===== config.mk =====
export PLATFORM = sky130hd
export DESIGN_NAME = ps2_keyboard_tx
export DESIGN_NICKNAME = d
export VERILOG_FILES = /design/src/rtl/ps2_keyboard_tx.sv
export SDC_FILE = /design/constraint.sdc
export NUM_CORES = 1
export LEC_CHECK = 0
export CORE_UTILIZATION = 25
export DETAILED_ROUTE_END_ITERATION = 8
export RECOVER_POWER = 100
export SYNTH_ARGS = -nofsm -noshare
export SYNTH_HDL_FRONTEND = slang
export SYNTH_SLANG_ARGS = --single-unit

===== constraint.sdc =====
create_clock -name clk -period 3.47 [get_ports clk]
set_clock_uncertainty 0.1 [all_clocks]
set_input_delay 0.5205 -clock clk [delete_from_list [all_inputs] [get_ports clk]]
set_output_delay 0.5205 -clock clk [all_outputs]
set_load 0.005 [all_outputs]

===== src/rtl/ps2_keyboard_tx.sv =====
// rtl/ps2_keyboard_tx.sv - device-side PS/2 keyboard emulator: ASCII in, set-2 make/F0/break frames out.
// Optional PS2TX_BYTE_TAP_EN adds tap_data/tap_flag reporting each byte as its stop bit completes.
module ps2_keyboard_tx #(
  parameter int CLK_DIV    = 50,
  parameter int GAP_CYCLES = 200
) (
  input  logic       clk,
  input  logic       rst_n,
  input  logic [7:0] ascii_in,
  input  logic       ascii_valid,
  output logic       ascii_ready,
  output logic       ps2_clk,
  output logic       ps2_data,
  output logic       busy,
`ifdef PS2TX_BYTE_TAP_EN
  output logic [7:0] tap_data,
  output logic       tap_flag,
`endif
  output logic       unsupported
);

  localparam int MAXC = (CLK_DIV > GAP_CYCLES) ? CLK_DIV : GAP_CYCLES;
  localparam int CW   = $clog2(MAXC + 1);
  localparam logic [CW-1:0] HALF_LAST = CW'(CLK_DIV - 1);
  localparam logic [CW-1:0] GAP_LAST  = CW'(GAP_CYCLES - 1);

  typedef enum logic [2:0] {S_IDLE, S_LOAD, S_BIT_HI, S_BIT_LO, S_GAP} state_t;

  state_t          r_state;
  state_t          w_next;
  logic [CW-1:0]   r_cnt;
  logic [3:0]      r_idx;
  logic [10:0]     r_frame;
  logic [7:0]      r_code;
  logic            r_shift;
  logic [2:0]      r_bidx;
  logic            r_unsupported;
  logic [9:0]      w_map;
  logic [7:0]      w_byte;
  logic            w_accept;
  logic            w_half_done;
  logic            w_gap_done;
  logic            w_last_byte;

  // Result is {mapped, shifted, set-2 code}; uppercase folds onto lowercase codes.
  function automatic logic [9:0] map_ascii(input logic [7:0] c);
    logic [7:0] lc;
    logic       sh;
    map_ascii = '0;
    sh = (c >= 8'h41) && (c <= 8'h5A);
    lc = sh ? (c | 8'h20) : c;
    case (lc)
      8'h30: map_ascii = {2'b10, 8'h45};
      8'h31: map_ascii = {2'b10, 8'h16};
      8'h32: map_ascii = {2'b10, 8'h1E};
      8'h33: map_ascii = {2'b10, 8'h26};
      8'h34: map_ascii = {2'b10, 8'h25};
      8'h35: map_ascii = {2'b10, 8'h2E};
      8'h36: map_ascii = {2'b10, 8'h36};
      8'h37: map_ascii = {2'b10, 8'h3D};
      8'h38: map_ascii = {2'b10, 8'h3E};
      8'h39: map_ascii = {2'b10, 8'h46};
      8'h61: map_ascii = {2'b10, 8'h1C};
      8'h62: map_ascii = {2'b10, 8'h32};
      8'h63: map_ascii = {2'b10, 8'h21};
      8'h64: map_ascii = {2'b10, 8'h23};
      8'h65: map_ascii = {2'b10, 8'h24};
      8'h66: map_ascii = {2'b10, 8'h2B};
      8'h67: map_ascii = {2'b10, 8'h34};
      8'h68: map_ascii = {2'b10, 8'h33};
      8'h69: map_ascii = {2'b10, 8'h43};
      8'h6A: map_ascii = {2'b10, 8'h3B};
      8'h6B: map_ascii = {2'b10, 8'h42};
      8'h6C: map_ascii = {2'b10, 8'h4B};
      8'h6D: map_ascii = {2'b10, 8'h3A};
      8'h6E: map_ascii = {2'b10, 8'h31};
      8'h6F: map_ascii = {2'b10, 8'h44};
      8'h70: map_ascii = {2'b10, 8'h4D};
      8'h71: map_ascii = {2'b10, 8'h15};
      8'h72: map_ascii = {2'b10, 8'h2D};
      8'h73: map_ascii = {2'b10, 8'h1B};
      8'h74: map_ascii = {2'b10, 8'h2C};
      8'h75: map_ascii = {2'b10, 8'h3C};
      8'h76: map_ascii = {2'b10, 8'h2A};
      8'h77: map_ascii = {2'b10, 8'h1D};
      8'h78: map_ascii = {2'b10, 8'h22};
      8'h79: map_ascii = {2'b10, 8'h35};
      8'h7A: map_ascii = {2'b10, 8'h1A};
      default: map_ascii = '0;
    endcase
    if (map_ascii[9]) map_ascii[8] = sh;
  endfunction

  function automatic logic [7:0] seq_byte(input logic [2:0] i, input logic sh, input logic [7:0] code);
    if (sh) begin
      case (i)
        3'd0:    seq_byte = 8'h12;
        3'd1:    seq_byte = code;
        3'd2:    seq_byte = 8'hF0;
        3'd3:    seq_byte = code;
        3'd4:    seq_byte = 8'hF0;
        default: seq_byte = 8'h12;
      endcase
    end else begin
      seq_byte = (i == 3'd1) ? 8'hF0 : code;
    end
  endfunction

  assign w_map       = map_ascii(ascii_in);
  assign w_byte      = seq_byte(r_bidx, r_shift, r_code);
  assign w_accept    = (r_state == S_IDLE) && ascii_valid;
  assign w_half_done = (r_cnt == HALF_LAST);
  assign w_gap_done  = (r_cnt == GAP_LAST);
  assign w_last_byte = (r_bidx == (r_shift ? 3'd5 : 3'd2));

  always_comb begin
    w_next = r_state;
    case (r_state)
      S_IDLE:   if (w_accept && w_map[9]) w_next = S_LOAD;
      S_LOAD:   w_next = S_BIT_HI;
      S_BIT_HI: if (w_half_done) w_next = S_BIT_LO;
      S_BIT_LO: if (w_half_done) w_next = (r_idx == 4'd10) ? S_GAP : S_BIT_HI;
      S_GAP:    if (w_gap_done) w_next = w_last_byte ? S_IDLE : S_LOAD;
      default:  w_next = S_IDLE;
    endcase
  end

  always_ff @(posedge clk or negedge rst_n) begin
    if (!rst_n) begin
      r_state       <= S_IDLE;
      r_cnt         <= '0;
      r_idx         <= '0;
      r_frame       <= '1;
      r_code        <= '0;
      r_shift       <= 1'b0;
      r_bidx        <= '0;
      r_unsupported <= 1'b0;
    end else begin
      r_state       <= w_next;
      r_unsupported <= w_accept && !w_map[9];
      // Counter restarts on every state entry, so it never wraps inside a state.
      if (w_next != r_state) r_cnt <= '0;
      else if (r_state != S_IDLE) r_cnt <= r_cnt + 1'b1;
      if (w_accept && w_map[9]) begin
        r_code  <= w_map[7:0];
        r_shift <= w_map[8];
        r_bidx  <= '0;
      end
      if (r_state == S_LOAD) begin
        r_frame <= {1'b1, ~^w_byte, w_byte, 1'b0};
        r_idx   <= '0;
      end
      if (r_state == S_BIT_LO && w_half_done && r_idx != 4'd10) r_idx <= r_idx + 1'b1;
      if (r_state == S_GAP && w_gap_done && !w_last_byte) r_bidx <= r_bidx + 1'b1;
    end
  end

  assign ascii_ready = (r_state == S_IDLE);
  assign busy        = (r_state != S_IDLE);
  assign unsupported = r_unsupported;
  assign ps2_clk     = (r_state != S_BIT_LO);
  assign ps2_data    = (r_state == S_BIT_HI || r_state == S_BIT_LO) ? r_frame[r_idx] : 1'b1;

`ifdef PS2TX_BYTE_TAP_EN
  logic [7:0] r_tap_data;
  logic       r_tap_flag;

  always_ff @(posedge clk or negedge rst_n) begin
    if (!rst_n) begin
      r_tap_data <= '0;
      r_tap_flag <= 1'b0;
    end else begin
      r_tap_flag <= (r_state == S_BIT_LO) && w_half_done && (r_idx == 4'd10);
      if ((r_state == S_BIT_LO) && w_half_done && (r_idx == 4'd10)) r_tap_data <= r_frame[8:1];
    end
  end

  assign tap_data = r_tap_data;
  assign tap_flag = r_tap_flag;
`endif

endmodule


==> run_results.csv, run 1 <==
group,metric,value,unit
cts,cts-root-buf,"clkbuf_8",
power_and_ir_drop,p_per_area,653.9,nW/um^2
floorplanning,io_pins,16,
sta,slew_viol_final,38,
synth,yosys_warnings,0,
placed_design,port_buffers,15,
worst_setup_path,max_stage_delay,560,ps
synth,synth_top_area_share,25.89,%
hold_path,hold_path.class,"reg2reg",
worst_setup_path,worstPathRequired,3580,ps
synth,synth_fp_nets,331,
final_layout,multi_input_area,1529,sq um
run,cap_viol_max_count,1,
drt,drtPass1Iterations,4,
global_route,grt-ovfl-total,0,
final_layout,areaGrowthSynthToFinish,13.76,%
global_route,grt_pass1_vias,2171,
drt,vias,2156,
sta,max_freq,0.3258,GHz
cts,numCtsBuffers,5,
hold_path,min_from,"r_frame[4]$_DFFE_PN1P_",
floorplanning,rows,36,
cts,cts_buffer_depth,2,
sta,grt_setup_unrepaired,"false",
cts,cts_tree,"yes",
worst_setup_path,startpoint_type,"input port",
final_layout,fin_util,29.83,%
global_route,antenna_found_initial,0,
floorplanning,die_w,104.2,um
synth,yosysMostFrequentCell,"nand2_1",
synth,synthTopCellsByArea,"dfrtp_1 (26%), dfstp_2 (10%), ha_1 (6.7%), nand2_1 (5.9%), nor2_1 (4.9%)",
cts,h-tree-depth,2,
power_and_ir_drop,p_leak,0.001193,uW
cts,numClockSinks,37,
sta,setup_tns,0,ps
power_and_ir_drop,ir_worst_vdd,0.0002052,V
worst_setup_path,worstSetupStartpoint,"ascii_in[0]",
synth,syn_avg_cell_area,8.529,sq um
worst_setup_path,worstReg2RegStart,"r_cnt[0]$_DFFE_PN0P_",
sta,fin_crit,3069,ps
synth,yosysSeqAreaShare,35.95,%
floorplanning,initial_core_util,26.22,%
sta,finalSetupViolations,0,
synth,synth_cell_types,57,
sta,worst_pin_slew,1979,ps
drt,viasPerCell,4.770,
final_layout,regArea,938.4,sq um
final_layout,fin_nets,343,
worst_setup_path,path_max_fanout,8,
placed_design,dp_slack,258.1,ps
final_layout,drive_gt1_share,10.03,%
worst_setup_path,crit_type,"in2reg",
drt,ant_nets,0,
cts,clkTransAtPathRegs,80,ps
placed_design,place_area,2897,sq um
final_layout,stdcell_area,2969,sq um
placed_design,dp_hpwl,4.174,mm
floorplanning,fp.dieArea,10850,sq um
synth,synth_edf_count,0,
cts,post_cts_buffers,0,
drt,drt_iter0_drc,96,
synth,ys.flop_type,"dfrtp_1",
worst_setup_path,cp_slowest_cell,"dlygate4sd3_1",
final_layout,diodes,0,
sta,hold_viol,0,
synth,synth_top_cell_by_area,"dfrtp_1",
drt,wl_per_cell,12.40,um
outcome,violations,"capacitance limit, slew limit",
floorplanning,fp.dieH,104.2,um
outcome,status,"finished, violations left",
sta,relSlewSlack,-31.90,%
drt,drc,0,
synth,syn_inst,306,
sta,fin_ws,400.5,ps
cts,clock_latency,290,ps
floorplanning,core-area,9955,sq um
synth,synthArstFlopShare,100.0,%
worst_setup_path,critPathCaptureType,"register",
placed_design,gp_congestion,0.8431,
synth,yosys-top-cells-count,"nand2_1 (41), nor2_1 (34), dfrtp_1 (27)",
sta,period_share,88.46,%
synth,syn-cell-area,2610,sq um
drt,wl,5.605,mm
worst_setup_path,worstPathArrival,3180,ps
cts,ctsHoldBuffers,0,
global_route,grt_use_total,11.28,%
global_route,grt_first_pass_wirelength,10.11,mm
worst_setup_path,worstPathCellList,"dlygate4sd3_1, inv_1, ha_1, or4b_1, or2_0, a31oi_1, nor4_2, o32a_1, a211oi_2",
synth,synth-seq-cells,37,
cts,post_cts_resized,0,
final_layout,filler_cell_count,1068,
global_route,grt_max_degree,38,
==> layout by cell type, fill, tap and decap left out, types with 2 or more instances in the layout <==
cell             Yosys  final
nor3b_1              4      4
mux4_2               3      3
clkbuf_8             0      6
ha_1                14     14
dfrtp_1             27     27
or3_1                2      2
xor2_1               6      6
nand4_1              3      3
o22ai_1              4      4
o21bai_1             2      2
a22oi_1              4      4
nand3_1              9      9
nand2_1             41     41
nor2_1              34     34
mux2i_1              5      5
nand4b_1             2      2
nor3_1               6      6
dfstp_2             10     10
o32a_1               1      2
inv_1               14     14
and3_1               3      3
dlygate4sd3_1        0      6
nor2b_1              8      8
clkbuf_1             9      2
buf_4                1      5
a31oi_1              7      7
a211oi_1             6      6
a21oi_1             14     14
clkdlybuf4s50_1      0      8
nand2b_1             2      2
o211ai_1             2      2
xnor2_1              9      9
nand3b_1             3      3
o21ai_0             20     20
==> worst max-delay path, delay by kind of cell <==
kind	cells	cell delay (ps)
and+or+nand+nor	3	780
buffers and inverters	2	700
adders and majority gates	1	240
AOI/OAI and AO/OA	3	930
==> area by class of cell <==
| cell class | count | area share (%) |
|---|---|---|
| Multi-Input combinational cell | 238 | 51.50 |
| Sequential cell | 37 | 31.61 |
| Timing Repair Buffer | 21 | 6.279 |
| Tap cell | 133 | 5.605 |
| Clock buffer | 7 | 2.908 |
| Inverter | 15 | 1.896 |
| Clock inverter | 1 | 0.2107 |
==> through the flow <==
stage               hold slack (ps)  instances  total power [uW]
CTS                           255.2        452              1981
finish                        381.2        452              1941
floorplan                     124.9        306              1428
global placement              365.4        444              1632
global route                  403.5        452              2125
detailed placement            373.3        444              1656
==> cells by family after synthesis <==
| group | count (synthesis) | share of synthesized area, % |
|---|---|---|
| multiplexers | 9 | 4.938 |
| XOR/XNOR | 15 | 5.034 |
| AO/OA/AOI/OAI | 72 | 18.26 |
| AND/OR/NAND/NOR | 127 | 23.63 |
| buffers and inverters | 31 | 5.081 |
| flip-flops | 37 | 35.95 |
| adder cells (fa/ha/maj) | 15 | 7.095 |
==> power breakdown <==
group / switching, uW / internal [uW] / total, uW
Sequential: 185 / 619 / 804
Clock: 150 / 162 / 312
Combinational: 424 / 401 / 825
Total: 760 / 1180 / 1940
==> flip-flops by register name, summed over array words and instances (netlist names) <==
| register | cells |
|---|---|
| r_bidx | 3 |
| unsupported | 1 |
| r_shift | 1 |
| r_idx | 4 |
| r_code | 7 |
| r_state | 3 |
| r_frame | 10 |
| r_cnt | 8 |
==> final timing paths <==
path	to	cells after the start	slack [ps]
worst min register to register	r_frame[4]$_DFFE_PN1P_	2	380
worst max-delay path	r_cnt[1]$_DFFE_PN0P_	9	400
min in group asynchronous	r_idx[3]$_DFFE_PN0P_	1	680
worst max register to register	r_cnt[7]$_DFFE_PN0P_	7	980
worst min-delay path	r_frame[4]$_DFFE_PN1P_	2	380
max in group asynchronous	r_state[1]$_DFF_PN0_	1	1440
==> metal layers <==
| metal | GRT usage [%] | vias up | part of all wire (%) |
|---|---|---|---|
| li1 | - | 1098 | - |
| met1 | 15.19 | 1018 | 49 |
| met2 | 18.38 | 34 | 47 |
| met3 | 1.880 | 6 | 2.4 |
| met4 | 3.571 | 0 | 1.3 |
| met5 | 0 | - | 0 |
No activity file was read; power rests on OpenSTA's default activity.
==> run 2: changes to the inputs <==
CAP_MARGIN = 30   (was default)
==> results of run 2 <==
Same layout as run 1: the final DEF is identical, and so are final timing and power.
==> run 3: changes to the inputs <==
CORE_ASPECT_RATIO = 1.5   (was default)
SKIP_CTS_REPAIR_TIMING = 1   (was default)
==> run_results.csv, run 3 (synthesized netlist as in run 1, its figures left out) <==
group,metric,value,unit
sta,worst_pin_slew,1961,ps
global_route,grt-ovfl-total,0,
final_layout,final_cell_mix,"nand2_1 (41), nor2_1 (34), dfrtp_1 (27)",
drt,route.met3.wl,94,um
final_layout,layout_commonest_cell,"nand2_1",
sta,setup_tns,0,ps
global_route,grt_first_pass_wirelength,9.846,mm
drt,drtPass1Iterations,4,
outcome,violations,"capacitance limit, slew limit",
cts,numClockSinks,37,
floorplanning,fp.dieArea,10860,sq um
floorplanning,initial_core_util,25.75,%
sta,grt_setup_unrepaired,"false",
cts,clock_latency,280,ps
sta,max_freq,0.3253,GHz
final_layout,regMostFlops,"r_frame",
floorplanning,io_pins,16,
hold_path,hold_path.class,"reg2reg",
placed_design,gp_congestion,0.8163,
placed_design,port_buffers,15,
sta,slew_viol_final,38,
drt,wl,5.592,mm
cts,h-tree-depth,2,
run,cap_viol_max_count,1,
final_layout,reg_top3,"r_frame x10, r_cnt x8, r_code x7",
cts,numCtsBuffers,5,
global_route,grt_pass1_vias,2125,
cts,cts_tree,"yes",
worst_setup_path,critPathCaptureType,"register",
worst_setup_path,crit_type,"in2reg",
sta,hold_viol,0,
final_layout,areaGrowthSynthToFinish,15.72,%
floorplanning,die_w,85.43,um
drt,vias,2173,
drt,met1_length,2.314,mm
cts,cts_buffer_depth,2,
placed_design,dp_hpwl,4.335,mm
sta,period_share,88.58,%
floorplanning,fp.dieH,127.1,um
final_layout,fin_util,29.80,%
floorplanning,core-area,10130,sq um
worst_setup_path,worstPathRequired,3560,ps
sta,relSlewSlack,-30.72,%
final_layout,largest_reg_flops,10,
drt,maxUsedRoutingLayer,"met4",
global_route,grt_use_total,11.18,%
global_route,grt_max_degree,38,
drt,viasPerCell,4.961,
sta,fin_crit,3074,ps
drt,wl_per_cell,12.77,um
final_layout,drive_gt1_share,9.034,%
drt,wl_met2,3.058,mm
worst_setup_path,path_max_fanout,8,
final_layout,fin_nets,345,
cts,cts-root-buf,"clkbuf_16",
outcome,status,"finished, violations left",
power_and_ir_drop,p_per_area,684.4,nW/um^2
floorplanning,rows,45,
sta,finalSetupViolations,0,
power_and_ir_drop,p_leak,0.001227,uW
power_and_ir_drop,ir_worst_vdd,0.0002525,V
global_route,antenna_found_initial,0,
cts,clkTransAtPathRegs,50,ps
drt,drt_iter0_drc,62,
worst_setup_path,rrSetupSlack,1090,ps
worst_setup_path,startpoint_type,"input port",
final_layout,diodes,0,
worst_setup_path,worstPathArrival,3160,ps
drt,drc,0,
drt,ant_nets,0,
[run 3: path summary, 6_finish.rpt]
check                           cells past startpoint                   start                endpoint
worst max-delay path                                9             ascii_in[0]    r_cnt[1]$_DFFE_PN0P_
worst min-delay path                                2  r_frame[6]$_DFFE_PN1P_  r_frame[6]$_DFFE_PN1P_
worst max register to register                      8    r_cnt[1]$_DFFE_PN0P_    r_cnt[1]$_DFFE_PN0P_
worst min register to register                      2  r_frame[6]$_DFFE_PN1P_  r_frame[6]$_DFFE_PN1P_
max in group asynchronous                           2                   rst_n   r_code[5]$_DFFE_PN0P_
min in group asynchronous                           2                   rst_n    r_cnt[3]$_DFFE_PN0P_
[run 3: layer usage]
layer	track usage, %	up-vias
li1	-	1107
met1	12.11	1039
met2	21.04	20
met3	1.421	7
met4	5.490	0
met5	0	-
[run 3: final cells by class]
| type | instances | area (sq um) |
|---|---|---|
| Fill cell | 1094 | 7114 |
| Sequential cell | 37 | 938.4 |
| Tap cell | 117 | 146.4 |
| Inverter | 15 | 56.30 |
| Timing Repair Buffer | 23 | 202.7 |
| Clock buffer | 8 | 146.4 |
| Multi-Input combinational cell | 238 | 1530 |
[run 3: worst max-delay path: stages]
cell and delay, ps:
dlygate4sd3_1 550, inv_1 120, ha_1 240, or4b_1 480
or2_0 240, a31oi_1 230, nor4_1 120, o32a_4 440
a211oi_1 230
[run 3: power by group]
group | leakage [uW] | internal [uW] | switching, uW
Clock | 0.0000712 | 286 | 163
Combinational | 0.000710 | 402 | 419
Sequential | 0.000446 | 620 | 177
Total | 0.00123 | 1310 | 759
[run 3: metrics by stage]
step | cell area, sq um | cells | hold slack, ps | power [uW] | setup slack (ps)
after global routing | 3020 | 438 | 398.3 | 2241 | 248.5
after global placement | 2897 | 430 | 366.8 | 1631 | 316.3
after detailed placement | 2897 | 430 | 374.7 | 1661 | 247.9
after CTS | 3043 | 438 | 382.2 | 2121 | 550.7
final | 3020 | 438 | 380.0 | 2067 | 396.2
after floorplan | 2610 | 306 | 124.9 | 1428 | 904.7
